<file path="config.mk">
export PLATFORM = sky130hd
export DESIGN_NAME = sgd_x_host_wr
export DESIGN_NICKNAME = d
export VERILOG_FILES = /design/src/rtl/sgd_x_host_wr.sv
export SDC_FILE = /design/constraint.sdc
export NUM_CORES = 2
export LEC_CHECK = 0
export BUFFER_PORTS_ARGS = -buffer_cell sky130_fd_sc_hd__buf_2
export CAP_MARGIN = 20
export CORE_AREA = 5 5 372 374
export CTS_BUF_LIST = sky130_fd_sc_hd__clkbuf_4
export DETAILED_ROUTE_END_ITERATION = 7
export DIE_AREA = 0 0 377 379
export GPL_ROUTABILITY_DRIVEN = 1
export HOLD_SLACK_MARGIN = 0.03
export SYNTH_ARGS = -nofsm -noshare
export SYNTH_HDL_FRONTEND = slang
export SYNTH_SLANG_ARGS = --single-unit
</file>
<file path="constraint.sdc">
create_clock -name clk -period 8.9 [get_ports clk]
set_clock_uncertainty 0.05 [all_clocks]
set_input_delay 1.78 -clock clk [delete_from_list [all_inputs] [get_ports clk]]
set_output_delay 1.78 -clock clk [all_outputs]
set_load 0.01 [all_outputs]
</file>
<file path="src/rtl/sgd_x_host_wr.sv">
// Model write-back engine: streams the model BRAM out to host memory as
// 512-bit lines, two 256-bit BRAM words per line, one line outstanding.
//
// Ports:
//   clk, rst_n                       clock, asynchronous active-low reset
//   started                          job running; low clears the epoch count
//   dimension                        feature count (8 features per BRAM word)
//   x_host_base_addr                 host byte address of the model region
//   writing_x_to_host_memory_en      level request to write the model back
//   writing_x_to_host_memory_done    one-cycle completion pulse
//   x_rd_en, x_rd_addr, x_rd_data    model BRAM read port (fixed latency)
//   mem_wr_valid/ready/addr/data     host write request channel
//   x_wb_epoch_count                 completed write-backs since started rose
module sgd_x_host_wr #(
    parameter int unsigned X_DATA_WIDTH = 256,
    parameter int unsigned X_ADDR_WIDTH = 12,
    parameter int unsigned RD_LATENCY   = 2
) (
    input  logic                    clk,
    input  logic                    rst_n,
    input  logic                    started,
    input  logic [31:0]             dimension,
    input  logic [63:0]             x_host_base_addr,
    input  logic                    writing_x_to_host_memory_en,
    output logic                    writing_x_to_host_memory_done,
    output logic                    x_rd_en,
    output logic [X_ADDR_WIDTH-1:0] x_rd_addr,
    input  logic [X_DATA_WIDTH-1:0] x_rd_data,
    output logic                    mem_wr_valid,
    input  logic                    mem_wr_ready,
    output logic [63:0]             mem_wr_addr,
    output logic [511:0]            mem_wr_data,
    output logic [15:0]             x_wb_epoch_count
);

    localparam int unsigned LINE_W = 512;
    localparam int unsigned HALF_W = 256;
    localparam int unsigned CNT_W  = 8;

    typedef enum logic [2:0] {
        IDLE,
        READ,
        WAIT,
        SEND,
        DONE,
        DRAIN
    } state_t;

    state_t                  state_q, state_d;
    logic [31:0]             words_q, words_d;
    logic [31:0]             lines_q, lines_d;
    logic [31:0]             line_q, line_d;
    logic [CNT_W-1:0]        cnt_q, cnt_d;
    logic                    hi_rd_q, hi_rd_d;
    logic [15:0]             epoch_q, epoch_d;
    logic                    x_rd_en_q, x_rd_en_d;
    logic [X_ADDR_WIDTH-1:0] x_rd_addr_q, x_rd_addr_d;
    logic                    mem_wr_valid_q, mem_wr_valid_d;
    logic [63:0]             mem_wr_addr_q, mem_wr_addr_d;
    logic [LINE_W-1:0]       mem_wr_data_q, mem_wr_data_d;
    logic                    done_q, done_d;

    logic [31:0]             line_nx;
    logic                    hi_ok;
    logic                    last_line;
    logic [63:0]             line_addr;

    // Word/line counts, rounded up, in 32-bit arithmetic.
    always_comb begin
        words_d = (dimension + 32'd7) >> 3;
        lines_d = (words_d + 32'd1) >> 1;
    end

    // Per-line helpers: high-half presence, last line, host line address.
    always_comb begin
        line_nx   = line_q + 32'd1;
        hi_ok     = {line_q, 1'b1} < {1'b0, words_q};
        last_line = (line_q == (lines_q - 32'd1));
        line_addr = x_host_base_addr
                  + ((64'(epoch_q) * 64'(lines_q) + 64'(line_q)) << 6);
    end

    // Next-state and registered-output logic.
    always_comb begin
        state_d        = state_q;
        line_d         = line_q;
        cnt_d          = cnt_q;
        hi_rd_d        = hi_rd_q;
        epoch_d        = epoch_q;
        x_rd_en_d      = 1'b0;
        x_rd_addr_d    = x_rd_addr_q;
        mem_wr_valid_d = mem_wr_valid_q;
        mem_wr_addr_d  = mem_wr_addr_q;
        mem_wr_data_d  = mem_wr_data_q;
        done_d         = 1'b0;

        case (state_q)
            IDLE: begin
                if (writing_x_to_host_memory_en) begin
                    line_d = 32'd0;
                    if (lines_q == 32'd0) begin
                        state_d = DONE;
                        done_d  = 1'b1;
                        epoch_d = epoch_q + 16'd1;
                    end else begin
                        state_d     = READ;
                        x_rd_en_d   = 1'b1;
                        x_rd_addr_d = '0;
                        cnt_d       = '0;
                    end
                end
            end
            READ: begin
                // Low word is on the BRAM port this cycle; issue the high one.
                hi_rd_d     = hi_ok;
                x_rd_en_d   = hi_ok;
                x_rd_addr_d = X_ADDR_WIDTH'({line_q, 1'b1});
                cnt_d       = CNT_W'(1);
                state_d     = WAIT;
            end
            WAIT: begin
                cnt_d = cnt_q + CNT_W'(1);
                if (cnt_q == CNT_W'(RD_LATENCY)) begin
                    mem_wr_data_d[HALF_W-1:0] = HALF_W'(x_rd_data);
                end
                if (cnt_q == CNT_W'(RD_LATENCY + 1)) begin
                    mem_wr_data_d[LINE_W-1:HALF_W] =
                        hi_rd_q ? HALF_W'(x_rd_data) : '0;
                    mem_wr_valid_d = 1'b1;
                    mem_wr_addr_d  = line_addr;
                    state_d        = SEND;
                end
            end
            SEND: begin
                if (mem_wr_valid_q && mem_wr_ready) begin
                    mem_wr_valid_d = 1'b0;
                    if (last_line) begin
                        state_d = DONE;
                        done_d  = 1'b1;
                        epoch_d = epoch_q + 16'd1;
                    end else begin
                        line_d      = line_nx;
                        x_rd_en_d   = 1'b1;
                        x_rd_addr_d = X_ADDR_WIDTH'({line_nx, 1'b0});
                        cnt_d       = '0;
                        state_d     = READ;
                    end
                end
            end
            DONE: begin
                state_d = DRAIN;
            end
            DRAIN: begin
                // Wait for the request to drop so one request yields one pass.
                if (!writing_x_to_host_memory_en) begin
                    state_d = IDLE;
                end
            end
            default: begin
                state_d = IDLE;
            end
        endcase

        if (!started) begin
            epoch_d = '0;
        end
    end

    // State and output registers.
    always_ff @(posedge clk or negedge rst_n) begin
        if (!rst_n) begin
            state_q        <= IDLE;
            words_q        <= '0;
            lines_q        <= '0;
            line_q         <= '0;
            cnt_q          <= '0;
            hi_rd_q        <= 1'b0;
            epoch_q        <= '0;
            x_rd_en_q      <= 1'b0;
            x_rd_addr_q    <= '0;
            mem_wr_valid_q <= 1'b0;
            mem_wr_addr_q  <= '0;
            mem_wr_data_q  <= '0;
            done_q         <= 1'b0;
        end else begin
            state_q        <= state_d;
            words_q        <= words_d;
            lines_q        <= lines_d;
            line_q         <= line_d;
            cnt_q          <= cnt_d;
            hi_rd_q        <= hi_rd_d;
            epoch_q        <= epoch_d;
            x_rd_en_q      <= x_rd_en_d;
            x_rd_addr_q    <= x_rd_addr_d;
            mem_wr_valid_q <= mem_wr_valid_d;
            mem_wr_addr_q  <= mem_wr_addr_d;
            mem_wr_data_q  <= mem_wr_data_d;
            done_q         <= done_d;
        end
    end

    assign writing_x_to_host_memory_done = done_q;
    assign x_rd_en                       = x_rd_en_q;
    assign x_rd_addr                     = x_rd_addr_q;
    assign mem_wr_valid                  = mem_wr_valid_q;
    assign mem_wr_addr                   = mem_wr_addr_q;
    assign mem_wr_data                   = mem_wr_data_q;
    assign x_wb_epoch_count              = epoch_q;

endmodule

</file>
# --- Word level (Yosys, flattened, before mapping) ---
# Cells that the tools add are included.
totals:
  wordCells: 99
  ff_bits: 711
  output_inout_bits: 607
classes:
  n_reduce_logical: 15
  n_mul: 1
  n_mux: 41
  addsub: 8
  n_lt_le_gt_ge: 1
  n_eq_ne: 19
ops:
  columns: ["op", "count"]
  rows:
  - ["256-bit two-way mux", 1]
  - ["32-bit two-way mux", 3]
  - ["16-bit two-way mux", 5]
  - ["64-bit by 54-bit adder with 64-bit output", 1]
  - ["32-bit case mux with 2 select lines", 1]
  - ["47-bit by 32-bit adder with 48-bit output", 1]
  - ["12-bit two-way mux", 4]
  - ["16-bit by 31-bit multiplier with 47-bit output", 1]
  - ["12-bit case mux with 3 select lines", 1]
  - ["33-bit by 29-bit < comparator with 1-bit output", 1]
  - ["32-bit by 1-bit adder with 32-bit output, second input constant", 1]
  - ["32-bit by 3-bit adder with 32-bit output, second input constant", 1]
  - ["32-bit equality test", 1]
  - ["32-bit zero test", 1]
  - ["8-bit two-way mux", 4]
  - ["16-bit case mux with 2 select lines", 1]
  - ["8-bit case mux with 4 select lines", 1]
  - ["31-bit by 1-bit subtractor with 32-bit output, second input constant", 1]
  - ["29-bit by 1-bit adder with 30-bit output, second input constant", 1]
  - ["3-bit two-way mux", 6]
  - ["3-bit case mux with 6 select lines", 1]
  - ["16-bit by 1-bit adder with 16-bit output, second input constant", 1]
  - ["8-bit by 2-bit equality test with 1-bit output, second input constant", 2]
  - ["5-bit AND reduction", 3]
  - ["18 further kinds", 41]

# --- Logic depth before layout (Yosys ltp) ---
depth:
  ltp_word: 6
  depth_mapped: 37
  ltp_nobuf: 35

# --- Worst setup path before layout ---
# Ideal clock, no wire load.
synth_path:
  path_type: "flip-flop to flip-flop"
  start: "register lines_q[18]"
  end: "register mem_wr_addr_q[57] (netlist: mem_wr_addr[57])"
  period_less_slack_ns: 8.504
  path_stages_with_launch: 34
  slack_ns: 0.396
  arrival_time_ns: 8.321
  cell_sequence: "dfrtp_1 clkbuf_1 clkbuf_1 nand2_1 fa_1 inv_1 fa_1 inv_1 fa_1 inv_1 fa_1 fa_1 inv_1 fa_1 inv_1 ha_1 a21oi_1 o21ai_0 a21o_1 a2111o_1 o21ai_0 o311ai_0 a21oi_1 o21ai_0 xor2_1 ha_1 and2_1 nand3_1 or2_2 a2111oi_0 a21oi_1 o31ai_1 xnor2_1 o21ai_0"
synth_between:
  elab_chain_cells: 3
synth_rtl:
  columns: ["element", "line_no", "rtl"]
  rows:
  - ["start, declared", "51", "logic [31:0] lines_q, lines_d;"]
  - ["start signal, assigned", "188", "lines_q <= lines_d;"]
  - ["16-bit by 31-bit multiplier with 47-bit output", "80", "+ ((64'(epoch_q) * 64'(lines_q) + 64'(line_q)) << 6);"]
  - ["47-bit by 32-bit adder with 48-bit output", "80", null]
  - ["64-bit by 54-bit adder with 64-bit output", "80", null]
  - ["end signal, assigned", "196", "mem_wr_addr_q <= mem_wr_addr_d;"]
  - ["end, declared", "59", "logic [63:0] mem_wr_addr_q, mem_wr_addr_d;"]
# Every way passes these cells.
# A chain may end at the register's enable or synchronous reset.

# --- Worst setup path in the final report ---
layout_path:
  start: "register lines_q[3]"
  end: "register mem_wr_addr_q[62] (netlist: mem_wr_addr[62])"
# Same word-level chain as after synthesis.

==> flow_summary.json <==
{
  "cts_made_buffers": 200,
  "timing.slew.headroom_pct": 20.48,
  "clockBufferDepth": 3,
  "place_area_sq_um": 56870,
  "cts_tree": "yes",
  "switching_share_pct": 42.00,
  "p_int_mw": 8.205,
  "route.final.wire_length_um": 220300,
  "initial_core_util_pct": 36.26,
  "maxCapViolCount": 0,
  "hold_class": "flop to flop",
  "p_seq_share_pct": 38.1,
  "post-place-ws_ns": -0.06129,
  "drive_above_1_share_pct": 29.07,
  "root_buffer": "clkbuf_4",
  "clock-sinks": 708,
  "ys_seq_area_share_pct": 36.29,
  "gp_congestion": 0.9999,
  "grt_pass1_vias": 43509,
  "cp-start-kind": "flop",
  "tightest_slew_ns": 1.193,
  "nFillCells": 13280,
  "io_pins": 964,
  "die_w_um": 377,
  "cts_hold_buffers": 0,
  "final_area_sq_um": 60030,
  "antenna_found_initial": 165,
  "vias": 43182,
  "dr.pass1.iters": 6,
  "power_density_nw_per_um2": 235.7,
  "drc_errors": 0,
  "design.core.area_sq_um": 134600,
  "synth_top_area_cell": "dfrtp_1",
  "fin_util_pct": 44.59,
  "vias_per_cell": 5.198,
  "portBuffers": 963,
  "status": "finished, final reports clean",
  "crit_fanout": 10,
  "min_period_over_period_pct": 95.41,
  "wl_per_cell_um": 26.52,
  "async_reset_ff_share_pct": 100.0,
  "path_class": "flop to flop",
  "max_stage_delay_ns": 0.59,
  "ant_nets": 0,
  "synth_edf_count": 0,
  "grt_usage_pct": 30.16,
  "critPathBufInv": 7,
  "synth_flop_cell": "dfrtp_1",
  "required_ns": 9.89,
  "worst_slack_ns": 0.4083,
  "cp_num_cells": 34,
  "syn-num-nets": 6123,
  "synth_area_sq_um": 48820,
  "p_total_mw": 14.15,
  "clk_latency_ns": 1.21,
  "yosys.cell_types.count": 72,
  "final_cell_mix": "1031 x nand2_1, 963 x buf_2, 679 x dfrtp_1",
  "final_common_cell": "nand2_1",
  "cpMaxStageDelayCell": "or4_1",
  "grt_max_degree": 217,
  "synth_top_area_share_pct": 36.29,
  "crit_path_end_kind": "flop",
  "rows": 135,
  "slew_viol_final": 0,
  "syn_avg_cell_area_sq_um": 9.493,
  "layout_min_cycle_time_ns": 8.492,
  "worstHoldPathCells": 2,
  "nNetsFinal": 7261,
  "hold_viol_final": 0,
  "ys_ff_latch": 708,
  "p_switching_mw": 5.942,
  "peakVddDrop_mv": 0.2422,
  "die_y_um": 379,
  "grt_pass1_wl_um": 311400,
  "dp_hpwl_um": 179200,
  "combPwrFrac_pct": 39.3,
  "yosys-top-cells-area": "dfrtp_1 36%, fa_1 17%, nand2_1 7.9%",
  "setup_viol": 0,
  "p_leak_nw": 31.16,
  "clkTransAtPathRegs_ns": 0.07,
  "rsz0062_at_grt": "true",
  "die-area_sq_um": 142900,
  "fin_hold_ws_ns": 0.4081,
  "drt_iter0_drc": 3559,
  "crit_family": "adder cells",
  "fmaxAchievable_mhz": 117.8,
  "crit_arrival_ns": 9.48,
  "syn-instance-count": 5143,
  "r2r.worst_path.cells": 34,
  "areaGrowthSynthToFinish_pct": 22.97,
  "overflow": 0,
  "htree_levels": 4,
  "yosysWarnings": 0,
  "clkPwrFrac_pct": 22.6
}
## state kept, by name (all words and copies together) (netlist names)
name / flops
cnt_q: 8
hi_rd_q: 1
line_q: 32
lines_q: 29
mem_wr_addr: 64
mem_wr_data: 512
mem_wr_valid: 1
state_q: 3
words_q: 28
writing_x_to_host_memory_done: 1
x_rd_addr: 12
x_rd_en: 1
x_wb_epoch_count: 16
## Yosys cell counts (135+ instances only)
cell	instances
clkbuf_1	266
inv_1	603
nor2_1	135
ha_1	213
fa_1	410
and2_1	177
nand3_1	326
nand2_1	1032
mux2_2	258
o21ai_0	154
dfrtp_1	708
xnor2_1	141
## power by group through the flow
stage / clock (mW) / sequential (mW) / combinational, mW
4_1_cts: 3.30 / 5.36 / 5.56
3_3_place_gp: 0 / 5.32 / 5.50
6_report: 3.20 / 5.39 / 5.56
2_1_floorplan: 0 / 5.92 / 2.06
5_1_grt: 3.47 / 5.53 / 5.93
3_5_place_dp: 0 / 5.38 / 5.55
## logic make-up after synthesis
kind of cell               after synthesis  synth area share (%)
AOI/OAI and AO/OA                      504                 6.533
adders and majority gates              623                 22.27
xor gates and xnor gates               205                 3.678
muxes                                  266                 6.115
buffers and inverters                  892                 6.892
and+or+nand+nor                       1945                 18.22
DFF                                    708                 36.29
## through the flow
stage	TNS, ns	instances
2_1_floorplan	0	5143
3_3_place_gp	0	7845
3_5_place_dp	-0.1696	7847
4_1_cts	0	8204
5_1_grt	-0.006014	8278
6_report	0	8308
## tightest hold or removal path: stages, from the launching register on
cell and delay, ns:
dfrtp_1 0.33, nand2_1 0.05, nand2_1 0.04
## metal layers
| metal | up-vias | global-route usage [%] | part of all wire, % |
|---|---|---|---|
| li1 | 19104 | - | - |
| met1 | 21515 | 36.33 | 38 |
| met2 | 2006 | 48.40 | 47 |
| met3 | 525 | 9.219 | 9.1 |
| met4 | 32 | 16.61 | 5.8 |
| met5 | - | 0 | 0.084 |
## path summary, 6_finish.rpt
| kind | from | end | slack [ns] |
|---|---|---|---|
| max reg2reg | lines_q[3] | mem_wr_addr[62] | 0.41 |
| min | mem_wr_data[479] | mem_wr_data[479] | 0.41 |
| max | lines_q[3] | mem_wr_addr[62] | 0.41 |
| max in group asynchronous | rst_n | mem_wr_data[429] | 6.35 |
| min reg2reg | mem_wr_data[479] | mem_wr_data[479] | 0.41 |
| min in group asynchronous | rst_n | mem_wr_data[88] | 0.54 |
## cell type report
type | instances | area, sq um | share of cell area, %
well taps | 1781 | 2228 | 3.712
inverters | 603 | 2263 | 3.770
multi-input cells | 3543 | 27910 | 46.50
diodes | 91 | 227.7 | 0.3793
clock inverters | 72 | 471.7 | 0.7857
flip-flops and latches | 708 | 17760 | 29.58
clock buffers | 285 | 2140 | 3.564
repair buffers | 1225 | 7034 | 11.72
## timing repair
item,4_1_cts,5_1_grt
pin swaps,2,15
gates resized for setup,5,75
cloned,0,1
endpoints found under the setup margin,3,28
buffers inserted,0,11
(Power assumes the default switching activity.)
